File: config.mk
export PLATFORM = sky130hd
export DESIGN_NAME = uart_rx_os_flat
export DESIGN_NICKNAME = d
export VERILOG_FILES = /design/src/rtl/uart_rx_os_if.sv /design/src/rtl/uart_rx_os.sv /design/src/flat_wrapper.sv
export SDC_FILE = /design/constraint.sdc
export NUM_CORES = 1
export LEC_CHECK = 0
export ABC_AREA = 0
export CORE_ASPECT_RATIO = 1.5
export CORE_MARGIN = 5
export CORE_UTILIZATION = 61
export DETAILED_ROUTE_END_ITERATION = 16
export PLACE_DENSITY = 0.85
export SETUP_SLACK_MARGIN = 0.5
export SYNTH_ARGS = -nofsm -noshare
export SYNTH_HDL_FRONTEND = slang
export SYNTH_SLANG_ARGS = --single-unit
File: constraint.sdc
create_clock -name clk_i -period 3.2 [get_ports clk_i]
set_input_delay 0.48 -clock clk_i [delete_from_list [all_inputs] [get_ports clk_i]]
set_output_delay 0.48 -clock clk_i [all_outputs]
set_load 0.01 [all_outputs]
File: src/rtl/uart_rx_os_if.sv
// ---------------------------------------------------------------------------
// uart_rx_os_if
//   Output-side handshake bundle of the oversampling UART receiver.
//   Signal names are seen from the receiver: the *_o signals are driven by
//   the receiver, ready_i is driven by the consumer (FIFO / CSR block).
//
//   data_o       : received word (DATA_BITS wide, LSB = first bit on the line)
//   valid_o      : data_o and the error flags are valid
//   ready_i      : consumer takes the word on a clock with valid_o && ready_i
//   parity_err_o : parity mismatch for the held word
//   frame_err_o  : a stop bit was sampled low for the held word
//   overrun_o    : one-clock pulse, a frame was dropped because valid_o was high
//
//   master : the receiver
//   slave  : the consumer
// ---------------------------------------------------------------------------
interface uart_rx_os_if #(
  parameter int DATA_BITS = 8
);
  logic [DATA_BITS-1:0] data_o;
  logic                 valid_o;
  logic                 ready_i;
  logic                 parity_err_o;
  logic                 frame_err_o;
  logic                 overrun_o;

  modport master (
    output data_o, valid_o, parity_err_o, frame_err_o, overrun_o,
    input  ready_i
  );

  modport slave (
    input  data_o, valid_o, parity_err_o, frame_err_o, overrun_o,
    output ready_i
  );
endinterface

File: src/rtl/uart_rx_os.sv
// ---------------------------------------------------------------------------
// uart_rx_os
//   Parametrised oversampling UART receiver. The line is synchronised, a
//   run-time prescaler produces OVERSAMPLE ticks per bit, and every bit is
//   decided by a 3-sample majority vote around the middle of the bit.
//   Completed words are offered on a valid/ready handshake together with
//   parity and framing flags; a frame that completes while the previous word
//   is still held is dropped and reported with a one-clock overrun pulse.
//
//   Parameters: DATA_BITS (5..9), PARITY (0 none, 1 odd, 2 even),
//               STOP_BITS (1 or 2), OVERSAMPLE (power of two, 8..64),
//               DIV_W (width of compare_i)
//
//   clk_i     : clock
//   rst_ni    : asynchronous active-low reset
//   rx_i      : asynchronous serial line, idle high
//   compare_i : oversample tick period minus one, in clocks
//   busy_o    : receiver is not idle
//   rx_if     : output handshake (data, valid/ready, error flags, overrun)
// ---------------------------------------------------------------------------
module uart_rx_os #(
  parameter int DATA_BITS  = 8,
  parameter int PARITY     = 0,
  parameter int STOP_BITS  = 1,
  parameter int OVERSAMPLE = 16,
  parameter int DIV_W      = 16
) (
  input  logic             clk_i,
  input  logic             rst_ni,
  input  logic             rx_i,
  input  logic [DIV_W-1:0] compare_i,
  output logic             busy_o,
  uart_rx_os_if.master     rx_if
);

  localparam int PH_W = $clog2(OVERSAMPLE);
  localparam int BC_W = $clog2(DATA_BITS);

  // Phase values of the three vote samples and of the bit boundary.
  localparam logic [PH_W-1:0] PH_S0   = PH_W'(OVERSAMPLE / 2 - 1);
  localparam logic [PH_W-1:0] PH_S1   = PH_W'(OVERSAMPLE / 2);
  localparam logic [PH_W-1:0] PH_S2   = PH_W'(OVERSAMPLE / 2 + 1);
  localparam logic [PH_W-1:0] PH_LAST = PH_W'(OVERSAMPLE - 1);

  localparam logic [BC_W-1:0] BIT_LAST = BC_W'(DATA_BITS - 1);

  // Odd parity expects (parity bit ^ data parity) = 1, even expects 0.
  localparam logic PAR_EXP = (PARITY == 1) ? 1'b1 : 1'b0;

  localparam logic [2:0] ST_IDLE  = 3'd0;
  localparam logic [2:0] ST_START = 3'd1;
  localparam logic [2:0] ST_DATA  = 3'd2;
  localparam logic [2:0] ST_PAR   = 3'd3;
  localparam logic [2:0] ST_STOP  = 3'd4;
  localparam logic [2:0] ST_BRK   = 3'd5;

  // Synchroniser; rx_s_q is the only view of the line used below.
  logic                 rx_meta_q, rx_s_q;

  logic [2:0]           state_q, state_d;
  logic [DIV_W-1:0]     div_q, div_d;
  logic [DIV_W-1:0]     pre_q, pre_d;
  logic [PH_W-1:0]      ph_q, ph_d;
  logic [1:0]           samp_q, samp_d;
  logic [BC_W-1:0]      bit_q, bit_d;
  logic                 stop_q, stop_d;
  logic [DATA_BITS-1:0] shift_q, shift_d;
  logic                 pend_pe_q, pend_pe_d;   // parity result of the frame in flight
  logic                 pend_fe_q, pend_fe_d;   // any low stop bit so far in this frame

  logic [DATA_BITS-1:0] data_q, data_d;
  logic                 valid_q, valid_d;
  logic                 pe_q, pe_d;
  logic                 fe_q, fe_d;
  logic                 ov_q, ov_d;

  logic tick, sample_pt, boundary, vote, stop_last, handshake;
  logic deliver, deliver_fe;

  assign tick      = (state_q != ST_IDLE) && (pre_q == div_q);
  assign sample_pt = tick && (ph_q == PH_S2);
  assign boundary  = tick && (ph_q == PH_LAST);
  // Majority of the two stored samples and the current one.
  assign vote      = (samp_q[0] & samp_q[1]) | (samp_q[0] & rx_s_q) | (samp_q[1] & rx_s_q);
  assign stop_last = (STOP_BITS == 1) || stop_q;
  assign handshake = valid_q && rx_if.ready_i;

  always_comb begin
    // NOTE: every signal assigned in this block gets a default first, so no
    // path leaves it unassigned and no latch is inferred.
    state_d    = state_q;
    div_d      = div_q;
    ph_d       = ph_q;
    samp_d     = samp_q;
    bit_d      = bit_q;
    stop_d     = stop_q;
    shift_d    = shift_q;
    pend_pe_d  = pend_pe_q;
    pend_fe_d  = pend_fe_q;
    data_d     = data_q;
    valid_d    = valid_q;
    pe_d       = pe_q;
    fe_d       = fe_q;
    ov_d       = 1'b0;
    deliver    = 1'b0;
    deliver_fe = pend_fe_q;

    pre_d = (state_q == ST_IDLE || tick) ? '0 : pre_q + DIV_W'(1);

    if (tick) begin
      ph_d = ph_q + PH_W'(1);   // power-of-two width wraps at OVERSAMPLE
      if (ph_q == PH_S0) samp_d[0] = rx_s_q;
      if (ph_q == PH_S1) samp_d[1] = rx_s_q;
    end

    case (state_q)
      ST_IDLE: begin
        if (!rx_s_q) begin
          div_d     = compare_i;
          ph_d      = '0;
          bit_d     = '0;
          stop_d    = 1'b0;
          pend_pe_d = 1'b0;
          pend_fe_d = 1'b0;
          state_d   = ST_START;
        end
      end
      ST_START: begin
        if (sample_pt && vote) begin
          state_d = ST_IDLE;          // false start, nothing reported
        end else if (boundary) begin
          bit_d   = '0;
          state_d = ST_DATA;
        end
      end
      ST_DATA: begin
        if (sample_pt) shift_d = {vote, shift_q[DATA_BITS-1:1]};
        if (boundary) begin
          if (bit_q == BIT_LAST) begin
            stop_d  = 1'b0;
            state_d = (PARITY != 0) ? ST_PAR : ST_STOP;
          end else begin
            bit_d = bit_q + BC_W'(1);
          end
        end
      end
      ST_PAR: begin
        if (sample_pt) pend_pe_d = ((vote ^ (^shift_q)) != PAR_EXP);
        if (boundary)  state_d   = ST_STOP;
      end
      ST_STOP: begin
        if (sample_pt) begin
          if (!vote) pend_fe_d = 1'b1;
          if (stop_last) begin
            // The frame ends at the last stop sample point, half a bit early,
            // so a following start edge is never missed.
            deliver    = 1'b1;
            deliver_fe = pend_fe_q | ~vote;
            state_d    = vote ? ST_IDLE : ST_BRK;
          end
        end
        if (boundary) stop_d = 1'b1;
      end
      ST_BRK: begin
        // Stay here while the line is low so a break cannot look like frames.
        if (rx_s_q) state_d = ST_IDLE;
      end
      default: state_d = ST_IDLE;
    endcase

    if (deliver) begin
      if (!valid_q || handshake) begin
        data_d  = shift_q;
        pe_d    = pend_pe_q;
        fe_d    = deliver_fe;
        valid_d = 1'b1;
      end else begin
        ov_d = 1'b1;                  // held word wins, new frame is dropped
      end
    end else if (handshake) begin
      valid_d = 1'b0;
      pe_d    = 1'b0;
      fe_d    = 1'b0;
    end
  end

  always_ff @(posedge clk_i or negedge rst_ni) begin
    if (!rst_ni) begin
      rx_meta_q <= 1'b1;
      rx_s_q    <= 1'b1;
      state_q   <= ST_IDLE;
      div_q     <= '0;
      pre_q     <= '0;
      ph_q      <= '0;
      samp_q    <= '0;
      bit_q     <= '0;
      stop_q    <= 1'b0;
      shift_q   <= '0;
      pend_pe_q <= 1'b0;
      pend_fe_q <= 1'b0;
      data_q    <= '0;
      valid_q   <= 1'b0;
      pe_q      <= 1'b0;
      fe_q      <= 1'b0;
      ov_q      <= 1'b0;
    end else begin
      // NOTE: non-blocking assignments so every register samples the values
      // from before this edge, independent of statement order.
      rx_meta_q <= rx_i;
      rx_s_q    <= rx_meta_q;
      state_q   <= state_d;
      div_q     <= div_d;
      pre_q     <= pre_d;
      ph_q      <= ph_d;
      samp_q    <= samp_d;
      bit_q     <= bit_d;
      stop_q    <= stop_d;
      shift_q   <= shift_d;
      pend_pe_q <= pend_pe_d;
      pend_fe_q <= pend_fe_d;
      data_q    <= data_d;
      valid_q   <= valid_d;
      pe_q      <= pe_d;
      fe_q      <= fe_d;
      ov_q      <= ov_d;
    end
  end

  assign busy_o             = (state_q != ST_IDLE);
  assign rx_if.data_o       = data_q;
  assign rx_if.valid_o      = valid_q;
  assign rx_if.parity_err_o = pe_q;
  assign rx_if.frame_err_o  = fe_q;
  assign rx_if.overrun_o    = ov_q;

endmodule

File: src/flat_wrapper.sv
// flat-port wrapper written by rule: the top's interface ports become plain ports
module uart_rx_os_flat 
#(
  parameter int DATA_BITS  = 8,
  parameter int PARITY     = 0,
  parameter int STOP_BITS  = 1,
  parameter int OVERSAMPLE = 16,
  parameter int DIV_W      = 16
)
  (clk_i, rst_ni, rx_i, compare_i, busy_o, rx_if_data_o, rx_if_valid_o, rx_if_parity_err_o, rx_if_frame_err_o, rx_if_overrun_o, rx_if_ready_i);
  uart_rx_os_if #(.DATA_BITS(DATA_BITS)) rx_if_i ();
  input  logic clk_i;
  input  logic rst_ni;
  input  logic rx_i;
  input  logic [DIV_W-1:0] compare_i;
  output logic busy_o;
  output wire logic [$bits(rx_if_i.data_o)-1:0] rx_if_data_o;
  output wire logic [$bits(rx_if_i.valid_o)-1:0] rx_if_valid_o;
  output wire logic [$bits(rx_if_i.parity_err_o)-1:0] rx_if_parity_err_o;
  output wire logic [$bits(rx_if_i.frame_err_o)-1:0] rx_if_frame_err_o;
  output wire logic [$bits(rx_if_i.overrun_o)-1:0] rx_if_overrun_o;
  input wire logic [$bits(rx_if_i.ready_i)-1:0] rx_if_ready_i;
  assign rx_if_data_o = rx_if_i.data_o;
  assign rx_if_valid_o = rx_if_i.valid_o;
  assign rx_if_parity_err_o = rx_if_i.parity_err_o;
  assign rx_if_frame_err_o = rx_if_i.frame_err_o;
  assign rx_if_overrun_o = rx_if_i.overrun_o;
  assign rx_if_i.ready_i = rx_if_ready_i;
  uart_rx_os #(.DATA_BITS(DATA_BITS), .PARITY(PARITY), .STOP_BITS(STOP_BITS), .OVERSAMPLE(OVERSAMPLE), .DIV_W(DIV_W)) u_core (.clk_i(clk_i), .rst_ni(rst_ni), .rx_i(rx_i), .compare_i(compare_i), .busy_o(busy_o), .rx_if(rx_if_i));
endmodule
== Word level (Yosys, flattened, before mapping) ==
Cells that the tools add are included.

* Flip-flop bits (word level): 68
* Input bits: 20
* Output and inout bits: 13
* Word-level logic and storage cells: 117

* $add $sub $neg: 3
* Eq/ne operators: 24
* Mux-type cells: 39
* Bitwise operators: 9
* Reductions and logical operators: 25

{| class="wikitable"
|+ Operators by type and width
! operator !! number
|-
| two-way mux 3 bit || 14
|-
| one-hot mux 3 bit (6 select lines) || 1
|-
| two-way mux 1 bit || 17
|-
| adder 16 x 1 -> 16 bit (second input constant) || 1
|-
| equality test 16 bit || 1
|-
| two-way mux 16 bit || 1
|-
| != test 2 x 1 -> 1 bit (second input constant) || 7
|-
| equality test 4 bit (second input constant) || 3
|-
| two-way mux 4 bit || 3
|-
| AND reduction 2 bit || 6
|-
| != test 2 bit (second input constant) || 5
|-
| equality test 3 bit (second input constant) || 3
|-
| one-hot mux 3 bit (3 select lines) || 1
|-
| XOR reduction 8 bit || 1
|-
| AND reduction 7 bit || 1
|-
| equality test 3 x 2 -> 1 bit (second input constant) || 2
|-
| AND reduction 6 bit || 1
|-
| nonzero test 2 bit || 3
|-
| nonzero test 3 bit || 2
|-
| logical AND 1 bit || 5
|-
| adder 4 x 1 -> 4 bit (second input constant) || 1
|-
| equality test 4 x 3 -> 1 bit (second input constant) || 1
|-
| one-hot mux 1 bit (2 select lines) || 2
|-
| AND reduction 4 bit || 1
|-
| other kinds (11) || 17
|}

== Depth between registers and ports, before layout ==
Gate-level depths: netlist of run 1.

* Depth in word-level cells: 9
* Gate-level depth with buffers: 8
* Mapped depth without buffers: 7

== Worst setup path after synthesis of run 1 ==
No wires, ideal clock.

* Path type: reg-to-reg
* Start: reg u_core.pre_q[3]
* End: reg u_core.samp_q[0]
* Library setup time: 125 ps
* Arrival: 1925 ps
* Required time: 3075 ps
* Slack: 1150 ps
* Stages on the path, launching flop included: 8
* Buffers on the path: 1
* Period minus slack after synthesis: 2050 ps
* Path through: dfrtp_1 xnor2_1 nand4_1 nor4_4 and2_1 buf_2 and4b_1 mux2_2

* Longest elaborated chain between the ends: 3

{| class="wikitable"
|+ Ends and longest elaborated chain
! element !! RTL line !! source
|-
| from (decl) || uart_rx_os.sv:62 || <nowiki>logic [DIV_W-1:0] pre_q, pre_d;</nowiki>
|-
| from (signal assigned) || uart_rx_os.sv:213 || <nowiki>pre_q <= pre_d;</nowiki>
|-
| equality test 16 bit || uart_rx_os.sv:80 || <nowiki>assign tick = (state_q != ST_IDLE) && (pre_q == div_q);</nowiki>
|-
| logical AND 1 bit || uart_rx_os.sv:80 ||
|-
| AND reduction 2 bit (no source line) || -- ||
|-
| to (signal assigned) || uart_rx_os.sv:215 || <nowiki>samp_q <= samp_d;</nowiki>
|-
| to (decl) || uart_rx_os.sv:64 || <nowiki>logic [1:0] samp_q, samp_d;</nowiki>
|}

Every way passes these cells.
A chain may end at the register's enable or synchronous reset.

== Final worst setup path of run 1 ==
* Start: reg u_core.pre_q[12]
* End: reg u_core.data_q[2] (netlist: u_core.rx_if.data_o[2])

* Longest elaborated chain between the ends: 6

{| class="wikitable"
|+ Ends and longest elaborated chain
! element !! RTL line !! source
|-
| equality test 16 bit || uart_rx_os.sv:80 ||
|-
| logical AND 1 bit || uart_rx_os.sv:80 ||
|-
| logical AND 1 bit || uart_rx_os.sv:81 || <nowiki>assign sample_pt = tick && (ph_q == PH_S2);</nowiki>
|-
| two-way mux 1 bit || uart_rx_os.sv:152 || <nowiki>if (sample_pt) begin</nowiki>
|-
| two-way mux 1 bit || uart_rx_os.sv:116 || <nowiki>case (state_q)</nowiki>
|-
| AND reduction 2 bit (no source line) || -- ||
|-
| to (signal assigned) || uart_rx_os.sv:221 || <nowiki>data_q <= data_d;</nowiki>
|-
| to (decl) || uart_rx_os.sv:71 || <nowiki>logic [DATA_BITS-1:0] data_q, data_d;</nowiki>
|}

Every way passes these cells.

==> out/summary.txt, run 1 <==
initial standard-cell utilization of the core: 63.30%
number of buffers added for setup after CTS: 0
clock sink count: 68
run status: complete, no violations
clock insertion delay at the later pin of the skew report: 350 ps
detail-routed net length per standard cell: 15.25 um
critical path launch point type: register
Tmin final: 2381 ps
number of warnings issued by yosys: 0
fraction of layout cells with a size suffix above 1: 12.26%
actual transition at the worst max-transition pin: 962.0 ps
peak fanout along the critical path: 9
crit end category: register
count of routing violations after the opening detailed-route iteration: 183
Relative slew margins: 35.87%
number of register bits inferred by synthesis: 68
ordered list of cells on the worst path: xnor2_1 -> nand4_1 -> nor4_4 -> and2_1 -> nand3_4 -> mux2_2
sum of negative setup slack: 0 ps
Max IR drop VDD: 0.3790 mV
highest clock rate: 0.4201 GHz
Setup violations, final: 0
global-route usage over all layers: 20.63%
slowest cell on the critical path: nor4_4
count of pins over their slew limit: 0
first-pass iteration count of the detailed router: 4
sequential fraction of design power: 50.7%
die area: 0.006954 mm^2
Gate power share: 7.1%
Internal Dissipation: 1.431 mW
clock input transition at the sequential cells of the worst setup and hold paths: 80 ps
clock network fraction of total power: 42.3%
drt via density: 5.595
vias after detailed routing: 2389
remaining global-route overflow: 0
final design instance area without fill: 0.003869 mm^2
worst path bufs/invs: 0
required time reported for the critical path endpoint: 3430 ps
reported max-cap violation count: 0
Sw Pwr: 0.4268 mW
combined flip-flop and latch cell area: 0.001704 mm^2
type of the most critical hold path: input pin to asynchronous set/reset pin
largest net degree at the start of global routing: 39
antenna diode instance count: 0
WP data arrival: 2610 ps
placement-stage cell area: 0.003643 mm^2
share of synthesized area occupied by flip-flops and latches: 52.12%
wire length of the first global-routing pass: 11.38 mm
Layout fillers: 338
number of distinct library cells after synthesis: 42
Synth Net Count: 345
Clock H-tree levels: 3
DRC violations left: 0
FF-to-FF Start: u_core.pre_q[12]$_DFF_PN0_
master cell of the clock root buffer: clkbuf_8
row count: 32
Setup CP Type: register to register
Final HPWL DP: 4.688 mm
power density relative to cell area: 480.3 mW/mm^2
I/O pins: 33
Slowest Stage Delay on Critical Path: 440 ps
Resize count post-CTS: 0
total area of multi-input combinational cells: 0.001486 mm^2
clk buf depth: 2
number of antenna violations at the first check in global routing: 0
hold bufs inserted after CTS: 0
number of CTS-inserted buffers: 9
count of final hold-check violations: 0
weighted congestion at the end of routability-driven global placement: 0.8414
TritonCTS clock tree: built
switching share of power: 22.97%
final layout net count: 380
standard cell core area: 0.005165 mm^2
proportion of synthesized flip-flops having asynchronous set or reset: 100.0%
number of enable flip-flop cells after synthesis: 0
mean area per synthesized cell: 10.25 um^2
via count of the first global-routing pass: 2537
die span in y: 99.67 um
area grow syn2layout: 18.33%
RSZ-0062 raised after global routing: no
post-detailed-routing wire length: 6.511 mm
share of the cycle needed by the critical path after routing: 74.39%
leakage power of the design: 1.788 nW
number of antenna-violating nets in the routed design: 0
Synth Cell Area: 0.003269 mm^2
clock tree skew after final layout: 10.52 ps
kind of cell adding the most delay to the critical path: simple AND/OR/NAND/NOR gates
most used flip-flop cell after synthesis: dfrtp_1
worst setup path start: u_core.pre_q[12]$_DFF_PN0_
number of input and output port buffers inserted: 32
Die Width: 69.78 um
number of instances in the synthesized netlist: 319
cell usage after synthesis (2+ instances only):
cell type,n,share of area [%]
nand4_1,7,1.3
nor3_1,5,0.77
xor2_1,7,1.9
and3_1,5,0.96
buf_2,3,0.46
a21o_1,3,0.69
mux2i_1,3,0.92
nand3_1,12,1.8
nor2_1,24,2.8
o21ai_0,8,1.2
ha_1,6,2.3
nand2_1,66,7.6
clkbuf_1,7,0.80
a22o_1,2,0.54
dfrtp_1,66,51
dfstp_2,2,1.6
o211ai_1,2,0.46
inv_1,8,0.92
nand2b_1,4,0.77
and2_1,2,0.38
a21oi_1,6,0.92
xnor2_1,28,7.5
or3_1,4,0.77
mux2_2,19,6.5
and4_1,3,0.80
area by class of cell:
cell class              instances  share of cell area (%)
clock inverters                 5                   2.167
well taps                      68                   2.199
multi-input cells             232                   38.42
inverters                       8                  0.7762
flip-flops and latches         68                   44.05
clock buffers                  11                   3.655
repair buffers                 35                   8.732
cell families (layout without fill, tap and decap cells):
kind of cell | Yosys count | in the layout | share of synthesized area [%]
AO/OA/AOI/OAI | 28 | 28 | 5.664
XOR/XNOR | 35 | 35 | 9.376
flip-flops | 68 | 68 | 52.12
AND/OR/NAND/NOR | 141 | 141 | 20.67
buffers and inverters | 19 | 59 | 2.411
adder cells (fa/ha/maj) | 6 | 6 | 2.296
multiplexers | 22 | 22 | 7.463
flip-flops by register name, summed over array words and instances (netlist names):
name                       flops
u_core.ph_q                    4
u_core.pend_pe_q               1
u_core.state_q                 3
u_core.rx_if.valid_o           1
u_core.pend_fe_q               1
u_core.shift_q                 8
u_core.pre_q                  16
u_core.rx_if.frame_err_o       1
u_core.samp_q                  2
u_core.rx_s_q                  1
u_core.rx_if.overrun_o         1
u_core.bit_q                   3
u_core.rx_meta_q               1
u_core.rx_if.parity_err_o      1
u_core.div_q                  16
u_core.rx_if.data_o            8
metal layers:
metal | wire length, um | track usage (%) | up-vias
met5 | 0 | 0 | -
met4 | 140 | 11.21 | 0
met3 | 279 | 3.943 | 12
met2 | 3498 | 36.85 | 55
met1 | 2592 | 22.89 | 1169
li1 | - | - | 1153
worst paths after layout:
path / slack, ps / cells past startpoint / endpoint
max: 820 / 6 / u_core.rx_if.data_o[2]$_DFFE_PN0P_
min: 220 / 1 / u_core.div_q[2]$_DFFE_PN0P_
max reg2reg: 820 / 6 / u_core.rx_if.data_o[2]$_DFFE_PN0P_
min reg2reg: 360 / 0 / u_core.rx_s_q$_DFF_PN1_
max in group asynchronous: 2230 / 2 / u_core.state_q[2]$_DFFE_PN0P_
min in group clk_i: 360 / 0 / u_core.rx_s_q$_DFF_PN1_
per-stage QoR:
step / cells / power, mW / worst slack (ps) / utilization, % / hold WS, ps
final: 427 / 1.858 / 819.5 / 74.90 / 220.1
after global routing: 427 / 1.928 / 703.9 / 74.90 / 307.9
after CTS: 427 / 1.872 / 854.8 / 74.90 / 243.0
after detailed placement: 411 / 1.087 / 878.2 / 70.54 / 349.5
after global placement: 411 / 1.082 / 921.9 / 70.54 / 346.5
after floorplan: 319 / 1.020 / 1150 / - / 184.4
power groups by stage:
stage | Combinational [mW] | Sequential, mW | Clock [mW]
2_1_floorplan | 0.0712 | 0.949 | 0
4_1_cts | 0.133 | 0.941 | 0.798
5_1_grt | 0.150 | 0.948 | 0.830
3_3_place_gp | 0.127 | 0.956 | 0
3_5_place_dp | 0.130 | 0.956 | 0
6_report | 0.131 | 0.942 | 0.785
cell usage in the layout, fill, tap and decap left out, drive strengths merged, types with 3 or more instances in the layout:
master	n
nor3	5
inv	9
nand3	13
buf	4
nand2b	4
nand4	7
a21oi	6
xnor2	28
and3	5
dfrtp	66
nand2	67
mux2i	3
clkdlybuf4s50	31
a21o	3
xor2	7
clkbuf	11
mux2	19
nor2	24
o21ai	8
and4	3
or3	4
ha	6
Note: power is estimated with default switching activity, not from simulation.
==> inputs of run 2 (changes only) <==
--- a/config.mk
+++ b/config.mk
@@ -8,9 +8,9 @@
 export ABC_AREA = 0
 export CORE_ASPECT_RATIO = 1.5
 export CORE_MARGIN = 5
-export CORE_UTILIZATION = 61
+export CORE_UTILIZATION = 51
 export DETAILED_ROUTE_END_ITERATION = 16
-export PLACE_DENSITY = 0.85
+export PLACE_DENSITY = 0.76
 export SETUP_SLACK_MARGIN = 0.5
 export SYNTH_ARGS = -nofsm -noshare
 export SYNTH_HDL_FRONTEND = slang
==> constraint.sdc (replaced) <==
create_clock -name clk_i -period 2 [get_ports clk_i]
set_input_delay 0.3 -clock clk_i [delete_from_list [all_inputs] [get_ports clk_i]]
set_output_delay 0.3 -clock clk_i [all_outputs]
set_load 0.01 [all_outputs]
==> run 2 against run 1 <==
The run now ends with negative setup slack left; sequential share of layout area decreased by 6.0 points; critical path type unchanged; clock power increased by 61%; worst setup slack got worse by 880 ps; total power increased by 68%; via count increased by 8.9%; count of clock-buffer cells in the layout decreased by 1; register-to-register slack got worse by 880 ps; sequential cell count unchanged; non-clock buffer count increased by 40.
==> out/summary.txt, run 2 (synthesis results as in run 1) <==
area grow syn2layout: 37.24%
drt via density: 5.487
FF-to-FF Start: u_core.pre_q[9]$_DFF_PN0_
via count of the first global-routing pass: 2506
standard cell core area: 0.006175 mm^2
master cell of the clock root buffer: clkbuf_8
clk buf depth: 2
required time reported for the critical path endpoint: 2230 ps
number of CTS-inserted buffers: 9
ordered list of cells on the worst path: xnor2_1 -> nand4_1 -> nor4_4 -> buf_4 -> and2_4 -> and4b_1 -> mux2_4
wire length of the first global-routing pass: 11.56 mm
post-detailed-routing wire length: 7.842 mm
antenna diode instance count: 0
count of routing violations after the opening detailed-route iteration: 180
Top Registers: u_core.div_q (16), u_core.pre_q (16)
run status: finished, violations left
crit end category: register
detail-routed net length per standard cell: 16.54 um
clock tree skew after final layout: 8.768 ps
die span in y: 108.1 um
sum of negative setup slack: -504.2 ps
slowest cell on the critical path: dfrtp_1
number of input and output port buffers inserted: 32
violations in the final reports: negative setup slack
largest net degree at the start of global routing: 46
initial standard-cell utilization of the core: 52.95%
final layout net count: 421
reported max-cap violation count: 0
clock insertion delay at the later pin of the skew report: 340 ps
minimum setup slack among reg-to-reg paths: -60 ps
worst path setup slack after routing: -62.43 ps
highest clock rate: 0.4849 GHz
I/O pins: 33
critical path launch point type: register
remaining global-route overflow: 0
kind of cell adding the most delay to the critical path: simple AND/OR/NAND/NOR gates
clock input transition at the sequential cells of the worst setup and hold paths: 80 ps
Setup CP Type: register to register
WP data arrival: 2300 ps
R2R Path End: u_core.samp_q[0]$_DFFE_PN0P_
count of final hold-check violations: 0
Final HPWL DP: 4.848 mm
Die Width: 75.38 um
Worst Hold Slack: 303.7 ps
Setup violations, final: 15
clock sink count: 68
type of the most critical hold path: input pin to asynchronous set/reset pin
leading cell type in the layout, fill and taps excluded: nand2_1
vias after detailed routing: 2601
number of antenna violations at the first check in global routing: 0
power density relative to cell area: 694.8 mW/mm^2
weighted congestion at the end of routability-driven global placement: 0.8474
peak fanout along the critical path: 5
worst path bufs/invs: 1
leakage power of the design: 2.089 nW
Relative slew margins: 60.50%
global-route usage over all layers: 18.77%
Max IR drop VDD: 0.6210 mV
worst-case reg-to-reg path depth: 7
most used cells in the layout excluding fill and tap cells: nand2_1, dfrtp_1, buf_4
count of pins over their slew limit: 0
actual transition at the worst max-transition pin: 586.3 ps
TritonCTS clock tree: built
fraction of layout cells with a size suffix above 1: 32.25%
DRC violations left: 0
number of antenna-violating nets in the routed design: 0
row count: 35
first-pass iteration count of the detailed router: 4
die area: 0.008145 mm^2
RSZ-0062 raised after global routing: yes
Slowest Stage Delay on Critical Path: 410 ps
Tmin final: 2062 ps
share of the cycle needed by the critical path after routing: 103.1%
Clock H-tree levels: 3
==> run 2: worst max-delay path by stage <==
| stage | startpoint | end | slack [ps] | cells past startpoint |
|---|---|---|---|---|
| finish | u_core.pre_q[9]$_DFF_PN0_ | u_core.samp_q[0]$_DFFE_PN0P_ | -60 | 7 |
| global route | u_core.pre_q[9]$_DFF_PN0_ | u_core.bit_q[0]$_DFFE_PN0P_ | -130 | 8 |
| CTS | u_core.pre_q[3]$_DFF_PN0_ | u_core.state_q[1]$_DFFE_PN0P_ | 10 | 7 |
| detailed placement | u_core.div_q[7]$_DFFE_PN0P_ | u_core.rx_if.data_o[6]$_DFFE_PN0P_ | -70 | 6 |
| global placement | u_core.div_q[14]$_DFFE_PN0P_ | u_core.rx_if.data_o[6]$_DFFE_PN0P_ | -3 | 6 |
| floorplan | u_core.pre_q[11]$_DFF_PN0_ | u_core.samp_q[0]$_DFFE_PN0P_ | -4 | 7 |
==> run 2: area by class of cell <==
class	count	area [um^2]
well taps	74	92.59
repair buffers	75	663.1
clock buffers	10	137.6
inverters	8	30.03
clock inverters	6	87.58
multi-input cells	233	1769
flip-flops and latches	68	1707
fillers	409	1688
==> run 2: metrics by stage <==
step / instances / worst slack, ps / util, % / area, um^2 / total power, mW
2_1_floorplan: 319 / -4.047 / - / 3324 / 1.633
3_3_place_gp: 441 / -2.557 / 62.88 / 3882 / 1.791
3_5_place_dp: 441 / -73.00 / 62.88 / 3882 / 1.803
4_1_cts: 463 / 13.09 / 68.00 / 4199 / 3.070
5_1_grt: 474 / -133.4 / 72.66 / 4487 / 3.247
6_report: 474 / -62.43 / 72.66 / 4487 / 3.117
==> run 2: worst reg2reg max path: stages (launching register included) <==
cell and delay, ps:
dfrtp_1 410, xnor2_1 170, nand4_1 190, nor4_4 320, buf_4 190, and2_4 160, and4b_1 220, mux2_4 300
==> run 2: power breakdown <==
| group | switching, mW | leakage [nW] | internal [mW] |
|---|---|---|---|
| Clock | 0.525 | 0.116 | 0.735 |
| Combinational | 0.185 | 1.09 | 0.187 |
| Sequential | 0.0491 | 0.887 | 1.44 |
| Total | 0.760 | 2.09 | 2.36 |
==> run 2: metal layers <==
metal / up-vias / track usage, % / part of all wire (%)
met1: 1291 / 20.31 / 39
met2: 67 / 33.56 / 55
met5: - / 0 / 0
met4: 0 / 6.250 / 2.2
met3: 17 / 5.953 / 3.8
li1: 1226 / - / -
==> run 2: what timing repair did <==
action                                  in CTS  in global routing
gates cloned                                 0                  1
hold buffers                                 1                  0
hold endpoints to repair                     4                  0
resized for setup                           29                 48
pin swaps                                    8                 28
endpoints found under the setup margin      64                 56
buffers inserted                             5                 10
==> inputs of run 3 (changes only) <==
--- a/config.mk
+++ b/config.mk
@@ -8,9 +8,9 @@
 export ABC_AREA = 0
 export CORE_ASPECT_RATIO = 1.5
 export CORE_MARGIN = 5
-export CORE_UTILIZATION = 51
+export CORE_UTILIZATION = 56
 export DETAILED_ROUTE_END_ITERATION = 16
-export PLACE_DENSITY = 0.76
+export PLACE_DENSITY = 0.79
 export SETUP_SLACK_MARGIN = 0.5
 export SYNTH_ARGS = -nofsm -noshare
 export SYNTH_HDL_FRONTEND = slang
==> constraint.sdc (replaced) <==
create_clock -name clk_i -period 2.24 [get_ports clk_i]
set_input_delay 0.336 -clock clk_i [delete_from_list [all_inputs] [get_ports clk_i]]
set_output_delay 0.336 -clock clk_i [all_outputs]
set_load 0.01 [all_outputs]
==> run 3 against run 2 <==
The flow finishes with violations (negative hold slack); sequential cell count is the same; combinational power decreased by 31%; critical path depth rose by 1; critical path type unchanged.
==> out/summary.txt, run 3 (synthesis results as in run 1) <==
run status: finished, violations left
violations in the final reports: negative hold slack
number of CTS-inserted buffers: 9
Die Width: 72.39 um
Setup CP Type: register to register
wire length of the first global-routing pass: 12.41 mm
via count of the first global-routing pass: 2598
share of the cycle needed by the critical path after routing: 92.26%
Top Registers: u_core.div_q (16), u_core.pre_q (16)
power density relative to cell area: 634.1 mW/mm^2
worst path setup slack after routing: 173.4 ps
count of routing violations after the opening detailed-route iteration: 250
leading cell type in the layout, fill and taps excluded: nand2_1
row count: 34
ordered list of cells on the worst path: nor3_4 -> inv_2 -> and3_1 -> and2_4 -> buf_6 -> buf_6 -> buf_6 -> a221o_1
first-pass iteration count of the detailed router: 5
cell repeated most along the worst path: buf_6
final layout net count: 404
count of final hold-check violations: 10
clock tree skew after final layout: 12.31 ps
vias after detailed routing: 2602
drt via density: 5.719
TritonCTS clock tree: built
kind of cell adding the most delay to the critical path: simple AND/OR/NAND/NOR gates
global-route usage over all layers: 21.19%
count of pins over their slew limit: 0
Clock H-tree levels: 3
Gate power share: 9.4%
number of antenna-violating nets in the routed design: 0
leakage power of the design: 1.958 nW
slowest cell on the critical path: dfrtp_2
met3 capacity usage during global routing: 4.554%
most heavily used metal layer in global routing: met2
Layout fillers: 407
Setup violations, final: 0
hold bufs inserted after CTS: 0
met2 Use GR: 35.46%
sequential fraction of design power: 49.3%
Relative slew margins: 56.75%
WP data arrival: 2300 ps
area grow syn2layout: 31.84%
required time reported for the critical path endpoint: 2470 ps
Internal Dissipation: 2.044 mW
type of the most critical hold path: input pin to asynchronous set/reset pin
master cell of the clock root buffer: clkbuf_8
standard cell core area: 0.005743 mm^2
critical path launch point type: register
Sw Pwr: 0.6890 mW
initial standard-cell utilization of the core: 56.93%
Tmin final: 2067 ps
die span in y: 103.6 um
remaining global-route overflow: 0
reported max-cap violation count: 0
clock sink count: 68
RSZ-0062 raised after global routing: yes
largest net degree at the start of global routing: 30
sum of negative setup slack: 0 ps
switching share of power: 25.21%
highest clock rate: 0.4839 GHz
detail-routed net length per standard cell: 17.09 um
Max IR drop VDD: 0.7441 mV
worst path bufs/invs: 4
Final HPWL DP: 4.797 mm
antenna diode instance count: 0
placement-stage cell area: 0.003740 mm^2
final design instance area without fill: 0.004310 mm^2
clk buf depth: 2
worst slack, placed: 92.38 ps
peak fanout along the critical path: 5
Worst Hold Slack: -2.441 ps
DRC violations left: 0
weighted congestion at the end of routability-driven global placement: 0.8541
most used cells in the layout excluding fill and tap cells: nand2_1, dfrtp_1, clkdlybuf4s50_1
I/O pins: 33
number of antenna violations at the first check in global routing: 0
Final Power: 2.733 mW
die area: 0.007498 mm^2
actual transition at the worst max-transition pin: 648.7 ps
post-detailed-routing wire length: 7.777 mm
Slowest Stage Delay on Critical Path: 450 ps
clock network fraction of total power: 41.4%
fraction of layout cells with a size suffix above 1: 26.89%
clock insertion delay at the later pin of the skew report: 350 ps
number of input and output port buffers inserted: 32
GR Layer Usage met1: 24.90%
clock input transition at the sequential cells of the worst setup and hold paths: 80 ps
crit end category: register
## run 3: cell count changes in the layout (fill, tap and decap cells not counted), moves of 2 or more
cell,change
nand2_2,+2
nand2_1,-2
buf_4,-19
buf_6,+3
nor3_1,+2
clkdlybuf4s50_1,+12
dlygate4sd2_1,-12
clkinvlp_4,+3
nor2_2,-9
clkinv_2,-2
nor2_4,-5
o21ai_0,-2
nor2_1,+14
## run 3: power groups by stage
stage | sequential [mW] | combinational [mW] | clock (mW)
final | 1.35 | 0.256 | 1.13
after floorplan | 1.36 | 0.102 | 0
after CTS | 1.34 | 0.243 | 1.15
after detailed placement | 1.37 | 0.195 | 0
after global placement | 1.37 | 0.190 | 0
after global routing | 1.35 | 0.276 | 1.21
## run 3: path summary, 6_finish.rpt
| path | startpoint | to | slack (ps) | cells after the start |
|---|---|---|---|---|
| max in group asynchronous | rst_ni | u_core.rx_meta_q$_DFF_PN1_ | 1520 | 2 |
| setup / recovery | u_core.state_q[1]$_DFFE_PN0P_ | u_core.state_q[0]$_DFFE_PN0P_ | 170 | 8 |
| min in group clk_i | u_core.rx_meta_q$_DFF_PN1_ | u_core.rx_s_q$_DFF_PN1_ | 360 | 0 |
| setup reg to reg | u_core.state_q[1]$_DFFE_PN0P_ | u_core.state_q[0]$_DFFE_PN0P_ | 170 | 8 |
| hold reg to reg | u_core.rx_meta_q$_DFF_PN1_ | u_core.rx_s_q$_DFF_PN1_ | 360 | 0 |
| hold / removal | rst_ni | u_core.shift_q[4]$_DFFE_PN0P_ | -2 | 1 |
## run 3: what timing repair did
item	4_1_cts	5_1_grt
resized for setup	22	34
gates cloned	0	1
setup endpoints to repair	51	51
pin swaps	10	19
buffers inserted	10	6
## run 3: cell type report
cell class	instances	area [um^2]	share of cell area, %
multi-input cells	233	1702	39.48
repair buffers	58	556.8	12.92
well taps	72	90.09	2.090
flip-flops and latches	68	1708	39.62
clock buffers	9	123.9	2.874
inverters	8	30.03	0.6967
clock inverters	7	100.1	2.322
## run 3: per-stage QoR
stage / utilization, % / instances
4_1_cts: 71.61 / 448
2_1_floorplan: - / 319
3_5_place_dp: 65.12 / 422
5_1_grt: 75.05 / 455
6_report: 75.05 / 455
3_3_place_gp: 65.12 / 422
## run 3: worst reg2reg max path: cells and delay by family (launching register included)
family                 cells  cell delay, ps
AND/OR/NAND/NOR            3             760
buffers and inverters      4             430
flip-flops                 1             450
AO/OA/AOI/OAI              1             320
## run 3: layer usage
metal,vias up,wire (um),part of all wire [%]
met3,22,331,4.3
li1,1199,-,-
met5,-,0,0
met1,1299,2936,38
met2,82,4241,55
met4,0,267,3.4
